<file path="config.mk">
export PLATFORM = sky130hd
export DESIGN_NAME = mem_arbiter
export DESIGN_NICKNAME = d
export VERILOG_FILES = /design/src/rtl/mem_arbiter_pkg.sv /design/src/rtl/mem_arbiter_arb_pick.sv /design/src/rtl/mem_arbiter.sv
export SDC_FILE = /design/constraint.sdc
export NUM_CORES = 1
export LEC_CHECK = 0
export BUFFER_PORTS_ARGS = -buffer_cell sky130_fd_sc_hd__buf_2
export CORE_AREA = 5 5 115 117
export DETAILED_ROUTE_END_ITERATION = 8
export DIE_AREA = 0 0 120 122
export GPL_TIMING_DRIVEN = 0
export PLACE_DENSITY_LB_ADDON = 0.15
export SLEW_MARGIN = 40
export SYNTH_ARGS = -nofsm -noshare
export SYNTH_HDL_FRONTEND = slang
export SYNTH_SLANG_ARGS = --single-unit
</file>
<file path="constraint.sdc">
create_clock -name clk -period 4.9 [get_ports clk]
set_input_delay 1.47 -clock clk [delete_from_list [all_inputs] [get_ports clk]]
set_output_delay 1.47 -clock clk [all_outputs]
set_load 0.005 [all_outputs]
</file>
<file path="src/rtl/mem_arbiter_pkg.sv">
// mem_arbiter_pkg: state encodings and master indices shared by the arbiter and its pick logic.
package mem_arbiter_pkg;

    localparam int ST_W = 2;

    // Encoding 3 is never entered; the FSM folds it into S_IDLE.
    typedef enum logic [ST_W-1:0] {
        S_IDLE = 2'd0,
        S_GNT0 = 2'd1,
        S_GNT1 = 2'd2
    } arb_state_t;

    localparam logic M_INST = 1'b0;
    localparam logic M_DATA = 1'b1;

endpackage

</file>
<file path="src/rtl/mem_arbiter_arb_pick.sv">
// arb_pick: chooses the winner among pending requests.
// MEM_ARB_ROUND_ROBIN_EN selects round-robin on contention; otherwise the data side has fixed priority.
module arb_pick
    import mem_arbiter_pkg::*;
(
    input  logic [1:0] i_req,
    input  logic       i_last,
    output logic       o_winner
);

`ifdef MEM_ARB_ROUND_ROBIN_EN
    assign o_winner = (&i_req) ? ~i_last : i_req[M_DATA];
`else
    // last is tracked by the FSM in both builds but has no say here
    assign o_winner = i_req[M_DATA] | (i_last & 1'b0);
`endif

endmodule

</file>
<file path="src/rtl/mem_arbiter.sv">
// mem_arbiter: shares one memory port between the instruction-side and data-side cache units.
// A grant is held while the owner keeps cs high; MEM_ARB_ROUND_ROBIN_EN picks round-robin contention handling.
module mem_arbiter
    import mem_arbiter_pkg::*;
#(
    parameter int ADDR_W = 32,
    parameter int DATA_W = 32
) (
    input  logic              clk,
    input  logic              rst,
    input  logic              m0_cs_i,
    input  logic              m0_we_i,
    input  logic [ADDR_W-1:0] m0_addr_i,
    input  logic [DATA_W-1:0] m0_data_i,
    output logic [DATA_W-1:0] m0_data_o,
    output logic              m0_ack_o,
    input  logic              m1_cs_i,
    input  logic              m1_we_i,
    input  logic [ADDR_W-1:0] m1_addr_i,
    input  logic [DATA_W-1:0] m1_data_i,
    output logic [DATA_W-1:0] m1_data_o,
    output logic              m1_ack_o,
    output logic              s_cs_o,
    output logic              s_we_o,
    output logic [ADDR_W-1:0] s_addr_o,
    output logic [DATA_W-1:0] s_data_o,
    input  logic [DATA_W-1:0] s_data_i,
    input  logic              s_ack_i,
    output logic [ST_W-1:0]   arb_state
);

    arb_state_t r_state, w_next;
    logic       r_last;
    logic       w_winner, w_g0, w_g1;

    arb_pick u_pick (
        .i_req   ({m1_cs_i, m0_cs_i}),
        .i_last  (r_last),
        .o_winner(w_winner)
    );

    always_ff @(posedge clk) begin
        if (rst) begin
            r_state <= S_IDLE;
            r_last  <= M_DATA;
        end else begin
            r_state <= w_next;
            if (w_next == S_GNT0) r_last <= M_INST;
            else if (w_next == S_GNT1) r_last <= M_DATA;
        end
    end

    // No preemption: the owner keeps the port until it drops cs, then a waiting master takes over directly.
    always_comb begin
        w_next = S_IDLE;
        case (r_state)
            S_GNT0:  w_next = m0_cs_i ? S_GNT0 : (m1_cs_i ? S_GNT1 : S_IDLE);
            S_GNT1:  w_next = m1_cs_i ? S_GNT1 : (m0_cs_i ? S_GNT0 : S_IDLE);
            default: w_next = (m0_cs_i | m1_cs_i) ? (w_winner ? S_GNT1 : S_GNT0) : S_IDLE;
        endcase
    end

    // Slave-side mux keyed only on registered state, so cs never feeds the select in the same cycle.
    assign w_g0      = (r_state == S_GNT0);
    assign w_g1      = (r_state == S_GNT1);
    assign s_cs_o    = (w_g0 & m0_cs_i) | (w_g1 & m1_cs_i);
    assign s_we_o    = (w_g0 & m0_we_i) | (w_g1 & m1_we_i);
    assign s_addr_o  = w_g0 ? m0_addr_i : (w_g1 ? m1_addr_i : '0);
    assign s_data_o  = w_g0 ? m0_data_i : (w_g1 ? m1_data_i : '0);
    assign m0_ack_o  = w_g0 & s_ack_i;
    assign m1_ack_o  = w_g1 & s_ack_i;
    assign m0_data_o = s_data_i;
    assign m1_data_o = s_data_i;
    assign arb_state = r_state;

endmodule
</file>
==> impl_results.md <==
* CP max FO at 1
* DP Wirelength at 7410 um
* Average wire per standard cell at 14.2 um
* I/O Buffers at 268
* GRT Util Overall at 0.0961
* Fin crit share at 0.702
* Lkg Pwr at 1.92 nW
* Final Slew Violations at 0
* Fin Clk Skew at 0.00288 ns
* Tmin final at 3.44 ns
* Slowest-stage cell, CP: a22o_2
* Initial DRC Count at 63
* TritonCTS clock tree: done
* Initial antenna violation count at 3
* Post-synth top flop: dfxtp_1
* Synth area leader: a22o_2
* Overall power at 0.400 mW
* Area growth syn-to-layout at 109%
* Chip width at 120 um
* Via count at 2,222
* DP Cell Count at 581
* Area share of the largest cell type after synthesis at 0.409
* Count leader, synth: buf_4
* Pwr Density at between 100 and 150 nW/um^2
* Slew HR at 0.692
* Core Rows at 41
* Starting Density at 0.120
* Avg Inst Size Synth at between 9 and 10 um^2
* Final Wtd Congestion at 0.696
* Largest net degree at the start of global routing at 11
* Drt pass-1 iters at 4
* Cells after synthesis at approximately 160
* Total Die Area at 14,600 um^2
* Residual DRC at 0
* Hold Vio Cnt, Final at 0
* Fin nets at 606
* Post-Syn Area at between 1000 and 1500 um^2
* TritonCTS buffer count at 3
* Maxcap violations at 0
* CP startpoint kind: input port
* Vias in the first global route at 2,235
* I/O pin count at 301
* Total congestion overflow at 0
* Peak VDD IR at 104 uV
* Synth area leaders: a22o_2 41%, buf_4 33%, buf_12 9.5%
* Clk slew on worst S/H paths at 0.03 ns
* Unique masters post-synth at 18
* Cts hold-fix bufs at 0
* Hold Crit Class: reg -> reg
* Htree depth at 1
* Sequential-to-total area share from yosys stat at 0.0273
* Placed Area at roughly 3000 um^2
* Core area at 12,300 um^2
* Layout cell share with drive strength beyond 1 at 0.942
* Postcts setup bufs at 0
* Synthesized Nets at approximately 330
* Die Height at 122 um
* Setup TNS at 0 ns
* CP Capture Type: output pin
* Status: completed
* Flops & latches, synth at 2
* Clock tree buffer depth at 2
* Clk_lat worst skew at approximately 0.22 ns
* Root Buffer: clkbuf_16
* CP peak stage delay at roughly 0.25 ns
* Non-Filler Instances at 585
* Asr flop ratio synth at 0
* RSZ-0062 raised after global routing: false
* Post-synth EDFFs at 0
* Max FFs per register at 2
* Hold slack final at between 0.7 and 0.8 ns
* Clk sinks at 2
* Worst-margin pin slew at ~0.46 ns
* Max Freq at between 200 and 300 MHz
* CP Data Arrival Time at 1.97 ns
* Final setup fails at 0
* WP data required at 3.43 ns
* Ys Warns at 0
* CP dominant cell by count: buf_2
* Routed wire length at 8290 um
* Drt via density at 3.80
* Post-DRT Antenna Nets at 0
* CP Cell Sequence: buf_2 -> a22o_2 -> buf_2
* Synth cell count leaders: 64 x buf_4, 60 x a22o_2, 7 x buf_12
* Cts repair resizes at 0
* Global-route wire length before repair at 11,300 um
* Final Instance Area at around 3100 um^2
* Crit Path Class: in -> out
-- worst max-delay path, delay by kind of cell --
family	cells	cell delay [ns]
buffers and inverters	2	0.25
AO/OA/AOI/OAI	1	0.25
-- logic make-up after synthesis --
kind of cell,count (synthesis),share of synthesized area
flops,2,0.0273
fa+ha+maj,3,0.0256
buf+inv,81,0.454
simple gates,8,0.0358
compound gates,69,0.458
-- metrics by stage --
step,setup slack [ns],util
2_1_floorplan,1.72,-
6_report,1.46,0.251
3_3_place_gp,1.47,0.244
4_1_cts,1.46,0.251
5_1_grt,1.44,0.251
3_5_place_dp,1.46,0.244
-- cell type report --
type / count / area [um^2]
flip-flops and latches: 2 / 40.0
fillers: 1410 / 9190
well taps: 150 / 188
repair buffers: 268 / 1340
clock buffers: 3 / 75.1
multi-input cells: 80 / 762
inverters: 3 / 11.3
diodes: 1 / 2.50
plain buffers: 78 / 654
-- cell usage in the layout (no fill, tap or decap), drive strengths merged --
cell / Yosys / final
a21oi: 1 / 1
a22o: 65 / 65
and2: 2 / 2
buf: 77 / 345
clkbuf: 1 / 4
dfxtp: 2 / 2
diode: 0 / 1
ha: 3 / 3
inv: 3 / 3
nand2: 2 / 2
nand2b: 2 / 2
nor2b: 2 / 2
o21ai: 1 / 1
o21bai: 1 / 1
o311a: 1 / 1
-- per-layer routing --
| metal | share of wire | routed length, um | track usage | vias to the layer above |
|---|---|---|---|---|
| li1 | - | - | - | 1089 |
| met1 | 0.35 | 2930 | 0.103 | 972 |
| met2 | 0.51 | 4250 | 0.177 | 155 |
| met3 | 0.13 | 1090 | 0.0460 | 4 |
| met4 | 0.00084 | 7 | 0.0107 | 2 |
| met5 | 0.0016 | 13 | 0 | - |
-- worst paths after layout --
path | from | end | slack [ns] | depth (start not counted)
setup reg to reg | arb_state[0]$_SDFF_PP0_ | arb_state[1]$_SDFF_PP0_ | 3.69 | 3
hold reg to reg | arb_state[1]$_SDFF_PP0_ | arb_state[1]$_SDFF_PP0_ | 0.71 | 2
hold / removal | arb_state[1]$_SDFF_PP0_ | arb_state[1]$_SDFF_PP0_ | 0.71 | 2
setup / recovery | m0_data_i[8] | s_data_o[8] | 1.46 | 3
-- power breakdown --
group / total (mW) / leakage, nW / switching (mW) / internal [mW]
clock network: 0.123 / 0.0370 / 0.0193 / 0.104
registers: 0.0184 / 0.0165 / 0.000963 / 0.0174
logic: 0.259 / 1.87 / 0.0937 / 0.165
No activity file was read; power rests on OpenSTA's default activity.
